==> src/rtl/seq_mult_q88.sv <==
// Signed fixed-point shift-add multiplier: one CLA addition per cycle over 16 iterations,
// then a sign/saturate cycle; valid/ready handshakes on both sides.
module seq_mult_q88 #(
  parameter int unsigned FRAC_BITS = 8,
  parameter bit          SATURATE  = 1'b1
) (
  input  logic        clk,
  input  logic        rst,
  input  logic        in_valid,
  output logic        in_ready,
  input  logic [15:0] a,
  input  logic [15:0] b,
  output logic        out_valid,
  input  logic        out_ready,
  output logic [15:0] out_data,
  output logic        ovf
);

  typedef enum logic [1:0] {IDLE, RUN, FIX, DONE} state_e;

  state_e      state_q, state_d;
  logic [15:0] mcand_q, mcand_d;
  logic [15:0] acc_hi_q, acc_hi_d;
  logic [15:0] acc_lo_q, acc_lo_d;
  logic [3:0]  cnt_q, cnt_d;
  logic        neg_q, neg_d;
  logic [15:0] out_data_q, out_data_d;
  logic        ovf_q, ovf_d;

  // 16-bit carry-lookahead adder: 4-bit groups with a second lookahead level.
  logic [15:0] cla_x, cla_y, cla_g, cla_p, cla_s;
  logic [16:0] cla_c;
  logic [3:0]  grp_g, grp_p;
  logic [4:0]  grp_c;

  assign cla_x = acc_hi_q;
  assign cla_y = acc_lo_q[0] ? mcand_q : 16'h0000;

  always_comb begin
    cla_c = '0;
    grp_c = '0;
    cla_g = cla_x & cla_y;
    cla_p = cla_x ^ cla_y;
    for (int k = 0; k < 4; k++) begin
      grp_p[k] = &cla_p[4*k +: 4];
      grp_g[k] = cla_g[4*k+3]
               | (cla_p[4*k+3] & cla_g[4*k+2])
               | (cla_p[4*k+3] & cla_p[4*k+2] & cla_g[4*k+1])
               | (cla_p[4*k+3] & cla_p[4*k+2] & cla_p[4*k+1] & cla_g[4*k]);
    end
    for (int k = 0; k < 4; k++) begin
      grp_c[k+1] = grp_g[k] | (grp_p[k] & grp_c[k]);
    end
    for (int k = 0; k < 4; k++) begin
      cla_c[4*k] = grp_c[k];
      for (int j = 1; j < 4; j++) begin
        cla_c[4*k+j] = cla_g[4*k+j-1] | (cla_p[4*k+j-1] & cla_c[4*k+j-1]);
      end
    end
    cla_c[16] = grp_c[4];
    cla_s     = cla_p ^ cla_c[15:0];
  end

  // Result formatting, evaluated from the finished magnitude product.
  logic [31:0] prod, prod_sh;
  logic [15:0] mag_m, wrapped;
  logic        ovf_now;

  assign prod    = {acc_hi_q, acc_lo_q};
  assign prod_sh = prod >> FRAC_BITS;
  assign mag_m   = prod_sh[15:0];
  assign wrapped = neg_q ? (~mag_m + 16'd1) : mag_m;
  assign ovf_now = neg_q ? (prod_sh > 32'd32768) : (prod_sh > 32'd32767);

  always_comb begin
    // NOTE: every next-state value is defaulted to its current value first, so no path
    // through the case statement can leave a signal unassigned and infer a latch.
    state_d    = state_q;
    mcand_d    = mcand_q;
    acc_hi_d   = acc_hi_q;
    acc_lo_d   = acc_lo_q;
    cnt_d      = cnt_q;
    neg_d      = neg_q;
    out_data_d = out_data_q;
    ovf_d      = ovf_q;
    case (state_q)
      IDLE: begin
        if (in_valid) begin
          mcand_d  = a[15] ? (~a + 16'd1) : a;
          acc_lo_d = b[15] ? (~b + 16'd1) : b;
          acc_hi_d = 16'h0000;
          neg_d    = a[15] ^ b[15];
          cnt_d    = 4'd0;
          state_d  = RUN;
        end
      end
      RUN: begin
        {acc_hi_d, acc_lo_d} = {cla_c[16], cla_s, acc_lo_q[15:1]};
        cnt_d = cnt_q + 4'd1;
        if (cnt_q == 4'd15) state_d = FIX;
      end
      FIX: begin
        ovf_d      = ovf_now;
        out_data_d = wrapped;
        if (ovf_now && SATURATE) out_data_d = neg_q ? 16'h8000 : 16'h7FFF;
        state_d    = DONE;
      end
      DONE: begin
        if (out_ready) state_d = IDLE;
      end
      default: state_d = IDLE;
    endcase
  end

  // NOTE: state uses non-blocking assignments so every register samples pre-edge values.
  always_ff @(posedge clk) begin
    if (rst) begin
      // NOTE: the datapath registers are few and cheap, so all of them are cleared here,
      // which also guarantees no stale partial product survives an aborted operation.
      state_q    <= IDLE;
      mcand_q    <= '0;
      acc_hi_q   <= '0;
      acc_lo_q   <= '0;
      cnt_q      <= '0;
      neg_q      <= 1'b0;
      out_data_q <= '0;
      ovf_q      <= 1'b0;
    end else begin
      state_q    <= state_d;
      mcand_q    <= mcand_d;
      acc_hi_q   <= acc_hi_d;
      acc_lo_q   <= acc_lo_d;
      cnt_q      <= cnt_d;
      neg_q      <= neg_d;
      out_data_q <= out_data_d;
      ovf_q      <= ovf_d;
    end
  end

  assign in_ready  = (state_q == IDLE);
  assign out_valid = (state_q == DONE);
  assign out_data  = out_data_q;
  assign ovf       = ovf_q;

endmodule
==> config.mk <==
export PLATFORM = sky130hd
export DESIGN_NAME = seq_mult_q88
export DESIGN_NICKNAME = d
export VERILOG_FILES = /design/src/rtl/seq_mult_q88.sv
export SDC_FILE = /design/constraint.sdc
export NUM_CORES = 1
export LEC_CHECK = 0
export ABC_AREA = 0
export CORE_MARGIN = 5
export CORE_UTILIZATION = 40
export DETAILED_ROUTE_END_ITERATION = 7
export GPL_TIMING_DRIVEN = 0
export MAX_ROUTING_LAYER = met4
export PLACE_DENSITY = 0.65
export SLEW_MARGIN = 30
export SYNTH_ARGS = -nofsm -noshare
export SYNTH_HDL_FRONTEND = slang
export SYNTH_SLANG_ARGS = --single-unit
==> constraint.sdc <==
create_clock -name clk -period 4.2 [get_ports clk]
set_input_delay 0.84 -clock clk [delete_from_list [all_inputs] [get_ports clk]]
set_output_delay 0.84 -clock clk [all_outputs]
set_load 0.02 [all_outputs]
# == Word level (Yosys, flattened, before mapping) ==
# Index checks and enable logic that the tools add are counted.
# W data, S select, Z words.
# totals
regBits,72
in_bits,36
output_inout_bits,19
wordCells,113
# op_classes
n_addsub,4
n_lt_le_gt_ge,2
eq_ne,7
muxes,17
bitwise_logic,67
reduce_logical,8
# op_table
operator,count
$mux W16,8
$pmux W16 S2,2
$add A16 B1 Y16 const B,3
$not A16 Y16,3
$and A1 B1 Y1,34
$xor A16 B16 Y16,2
$or A1 B1 Y1,26
$gt A24 B15 Y1 const B,1
$gt A24 B16 Y1 const B,1
$and A16 B16 Y16,1
$reduce_and A4 Y1,3
$pmux W2 S4,1
$pmux W4 S2,1
$mux W2,3
$add A4 B1 Y4 const B,1
$eq A2 B2 Y1 const B,2
$eq A4 B4 Y1 const B,1
$mux W4,1
$ne A2 B2 Y1 const B,2
$reduce_and A2 Y1,2
$reduce_and A3 Y1,1
$eq A2 B1 Y1 const B,1
$logic_not A2 Y1,1
$ne A2 B1 Y1 const B,1
3 further kinds,3

# == Logic depth before layout (Yosys ltp) ==
# logic_depth
ltp_word,18
mapped_depth,15
depth_no_buf,14

# == Worst setup path before layout ==
# No wires, ideal clock.
# synth_timing
path_type,reg2reg
from,reg acc_lo_q[0]
to,reg acc_hi_q[14]
setup_time_ps,128
arrival_ps,3222
required_ps,4072
path_slack_ps,850
path_stages_with_launch,16
n_path_buf,1
period_less_slack_ps,3350
cell_sequence,dfxtp_1 -> clkbuf_1 -> nand2_1 -> inv_1 -> ha_1 -> a21oi_1 -> o21a_1 -> o31a_1 -> o21ai_0 -> a21oi_1 -> fa_1 -> fa_1 -> fa_1 -> xnor2_1 -> a22oi_1 -> nor2_1
# synth_via
elab_chain_cells,18
elab_cells_between_ends,41
cone_classes,2 x mux; 37 x bitwise; 2 x reduce/logical
# synth_rtl
item,line_no,text
"start, declared",24,"logic [15:0] acc_lo_q, acc_lo_d;"
"start signal, assigned",132,acc_lo_q <= acc_lo_d;
$mux W16 (*),37,assign cla_y = acc_lo_q[0] ? mcand_q : 16'h0000;
$xor A16 B16 Y16 / $and A16 B16 Y16 (equally long branches),"43, 42",
$and A1 B1 Y1 (on tied branches),"47, 48, 49",
"$or A1 B1 Y1, or another cell as far along",47,| (cla_p[4*k+3] & cla_g[4*k+2])
$or A1 B1 Y1 / $and A1 B1 Y1 (equally long branches),"48, 49",
$or A1 B1 Y1,49,| (cla_p[4*k+3] & cla_p[4*k+2] & cla_p[4*k+1] & cla_g[4*k]);
$and A1 B1 Y1,52,grp_c[k+1] = grp_g[k] | (grp_p[k] & grp_c[k]);
$or A1 B1 Y1,52,
[2 not listed],-,
$and A1 B1 Y1,57,cla_c[4*k+j] = cla_g[4*k+j-1] | (cla_p[4*k+j-1] & cla_c[4*k+j-1]);
$or A1 B1 Y1,57,
$and A1 B1 Y1,57,
$or A1 B1 Y1,57,
$and A1 B1 Y1,57,
$or A1 B1 Y1,57,
$xor A16 B16 Y16 (*),61,cla_s = cla_p ^ cla_c[15:0];
$pmux W16 S2 (*),86,case (state_q)
"end signal, assigned",131,acc_hi_q <= acc_hi_d;
"end, declared",23,"logic [15:0] acc_hi_q, acc_hi_d;"
# Every way passes the cells marked *; elsewhere a longest branch is shown, timed or not.
# A chain may end at the register's enable or synchronous reset.

# == Worst setup path after layout ==
# Ends and elaborated chain as after synthesis.

==> flow_summary.toml <==
[outcome]
outcome = "finished, final reports clean"

[global_route]
first_global_vias = 3927
grt_max_degree = 13
first_pass_grt_wire_length_um = 19400
overflow = 0
antenna_violations_before_repair = 0
grt_usage_pct = 18.6

[clock_network]
clock_insertion_delay_at_the_later_pin_of_the_skew_report_ns = 0.34
cts_root_buf = "clkbuf_16"
cts.sink_count = 72
cts_tree = "done"
max-clock-path-buffers = 2
cts_clock_pin_slew_for_the_worst_setup_and_hold_paths_ns = 0.06
htree_num_levels = 3
cts_buffers = 9
cts_post_setup_buffers_inserted = 0
cts.hold.buffers_added = 0
post_cts.resized_instances = 0

[critical_path]
startpoint_type = "register"
count_of_buffering_cells_on_the_critical_path_with_inverters_included = 2
required_ns = 4.41
critical_path_class = "reg2reg"
critPathMostFrequentCell = "fa_1"
worstReg2RegEnd = "acc_hi_q[14]$_SDFFE_PP0P_"
worst_r2r_startpoint = "acc_lo_q[0]$_SDFFE_PP0P_"
library_cell_contributing_the_largest_single_delay_on_the_critical_path = "dfxtp_1"
endpoint_kind = "register"
reg2reg_depth = 15
critical_path.max_stage_delay_ns = 0.50
worst-path-max-fanout = 10
critical_path_at_ns = 4.02
r2r_setup_slack_ns = 0.39
cp_cell_sequence = "clkbuf_1 > nand2_1 > inv_1 > ha_1 > a21oi_1 > o21a_1 > o31a_1 > o21ai_0 > a21oi_1 > fa_1 > fa_1 > fa_1 > xnor2_1 > a22oi_1 > nor2_1"
worst_path_dominant_cell_family = "adder cells"

[route]
drt-wirelength-per-cell_um = 15.6
drt_iter0_markers = 333
detail_route.vias_per_cell = 5.52
route.antenna.remaining_nets = 0
detailedRoute.firstPassIterationCount = 7
post-route-drc-count = 0
wl_um = 11800
via_count = 4179

[timing]
fmax_mhz = 262
final-setup-viol-count = 0
setup_slack_ns = 0.385
worstMarginPinSlew_ns = 0.644
fin_hold_ws_ns = 0.447
finalClockSkew_ns = 0.00928
layout_min_cycle_time_ns = 3.81
setup_repair_after_global_routing_missed_its_margin = "no"
tns_ns = 0
hold_viol_final = 0
worst_case_headroom_to_the_max_slew_limit_pct = 57.0
fin_crit_sh_pct = 90.8
final-max-slew-violation-count = 0

[layout]
postLayoutCellArea_um2 = 5550
layout.filler_cells = 1085
design.final.nets = 683
antenna_cells_inserted = 0
final_layout_size_suffix_gt1_share_pct = 4.70
area_delta_synth_final_pct = 22.5

[logic_synthesis]
yosys.area.top_type = "dfxtp_1"
synth-seq-area-share_pct = 31.8
synth_edf_count = 0
async_reset_ff_share_pct = 0
ys_warn_count = 0
syn-mean-instance-area_um2 = 8.25
ys_types = 54
synth_fp_nets = 620
synth_ff_type = "dfxtp_1"
ys_ff_latch = 72
post-synth-top-count-cell = "nor2_1"
summed_instance_area_of_the_synthesized_netlist_um2 = 4530
netlist_top_cells_area = "dfxtp_1 (32%), ha_1 (6.6%), nor2_1 (6.5%), fa_1 (4.9%), xnor2_1 (4.4%)"
post_synth_inst_count = 549
synth_top_cell_area_share_pct = 31.8
synth.top_cells.by_count = "nor2_1 (79), dfxtp_1 (72), inv_1 (37), nand2_1 (37), a21oi_1 (33)"

[floorplanning]
design.core.area_um2 = 11000
row_count = 38
design.die.area_um2 = 13500
die_w_um = 116
design.portCount = 55
start_util_pct = 41.2
die-height_um = 116

[power_and_ir_drop]
peakVddDrop_mv = 0.385
p_leak_nw = 2.11
total_power_mw = 3.14
power.density_nw_per_um2 = 566

[placed_design]
io_buffer_count = 52
finalWeightedCongestion = 0.840
pre_cts_ws_ns = 0.375
post_dp_cell_area_um2 = 5220
hpwl_detailed_um = 9010

[hold_path]
whs_endpoint = "mcand_q[0]$_SDFFE_PP0P_"
worst_hold_path_type = "reg2reg"
hp-start = "mcand_q[0]$_SDFFE_PP0P_"
holdPathStages = 2

[job]
number_of_max_cap_violations = 0
==> metal layers <==
metal  vias to the layer above  track usage [%]  wire (um)
li1                       2092                -          -
met1                      1985             24.0       5450
met2                        90             29.9       5680
met3                        12             3.63        548
met4                         0             5.34        108
met5                         -                -          0
==> area by class of cell <==
| class | count | area, um2 | share of cell area (%) |
|---|---|---|---|
| Tap cell | 140 | 175 | 3.16 |
| Clock buffer | 10 | 239 | 4.31 |
| Inverter | 38 | 143 | 2.57 |
| Multi-Input combinational cell | 404 | 2790 | 50.3 |
| Clock inverter | 6 | 82.6 | 1.49 |
| Sequential cell | 72 | 1440 | 26.0 |
| Buffer | 35 | 155 | 2.80 |
| Timing Repair Buffer | 52 | 520 | 9.39 |
==> cells in the final DEF (no fill, tap or decap), drive strengths merged, types with 12 or more instances in the layout <==
master / Yosys / layout
a21oi: 34 / 34
o41ai: 12 / 12
a211oi: 18 / 18
clkbuf: 29 / 39
nand2: 37 / 37
ha: 24 / 24
nor2: 79 / 79
dfxtp: 72 / 72
inv: 37 / 37
o21ai: 22 / 22
a222oi: 12 / 12
xor2: 15 / 15
xnor2: 23 / 23
clkdlybuf4s50: 0 / 52
==> logic make-up (layout without fill, tap and decap cells) <==
family	Yosys count	after routing	synth area share (%)
mux	5	5	1.16
flops	72	72	31.8
buf+inv	73	141	6.58
compound gates	145	145	22.8
simple gates	181	181	18.8
xor+xnor	38	38	7.35
fa+ha+maj	35	35	11.5
==> worst reg2reg max path, delay by kind of cell (launching register included) <==
| kind | cells | cell delay, ns |
|---|---|---|
| AOI/OAI and AO/OA | 6 | 1.05 |
| xor gates and xnor gates | 1 | 0.14 |
| adders and majority gates | 4 | 1.30 |
| buffers and inverters | 2 | 0.47 |
| DFF | 1 | 0.50 |
| and+or+nand+nor | 2 | 0.21 |
==> where the power goes <==
group	switching, mW	internal [mW]	total [mW]	leakage [nW]
sequential	0.120	0.828	0.948	0.587
combinational	0.834	0.524	1.36	1.37
clock	0.301	0.533	0.834	0.158
total	1.25	1.88	3.14	2.11
==> worst max-delay path by stage <==
stage                              from                        end  slack [ns]  cells after the start
6_report       acc_lo_q[0]$_SDFFE_PP0P_  acc_hi_q[14]$_SDFFE_PP0P_        0.39                     15
5_1_grt        acc_lo_q[0]$_SDFFE_PP0P_  acc_hi_q[14]$_SDFFE_PP0P_        0.12                     15
4_1_cts        acc_lo_q[0]$_SDFFE_PP0P_  acc_hi_q[14]$_SDFFE_PP0P_        0.36                     15
3_5_place_dp   acc_lo_q[0]$_SDFFE_PP0P_  acc_hi_q[14]$_SDFFE_PP0P_        0.38                     15
3_3_place_gp   acc_lo_q[0]$_SDFFE_PP0P_  acc_hi_q[14]$_SDFFE_PP0P_        0.40                     15
2_1_floorplan  acc_lo_q[0]$_SDFFE_PP0P_  acc_hi_q[14]$_SDFFE_PP0P_        0.85                     15
==> sequential cells by signal, indices dropped and copies added (netlist names) <==
name,cells
neg_q,1
acc_hi_q,16
mcand_q,16
state_q,2
out_data,16
cnt_q,4
ovf,1
acc_lo_q,16
==> through the flow <==
stage	utilization, %	instances
finish	50.5	757
global route	50.5	757
CTS	50.5	757
detailed placement	47.6	741
global placement	47.6	741
floorplan	-	549
Note: power is estimated with default switching activity, not from simulation.
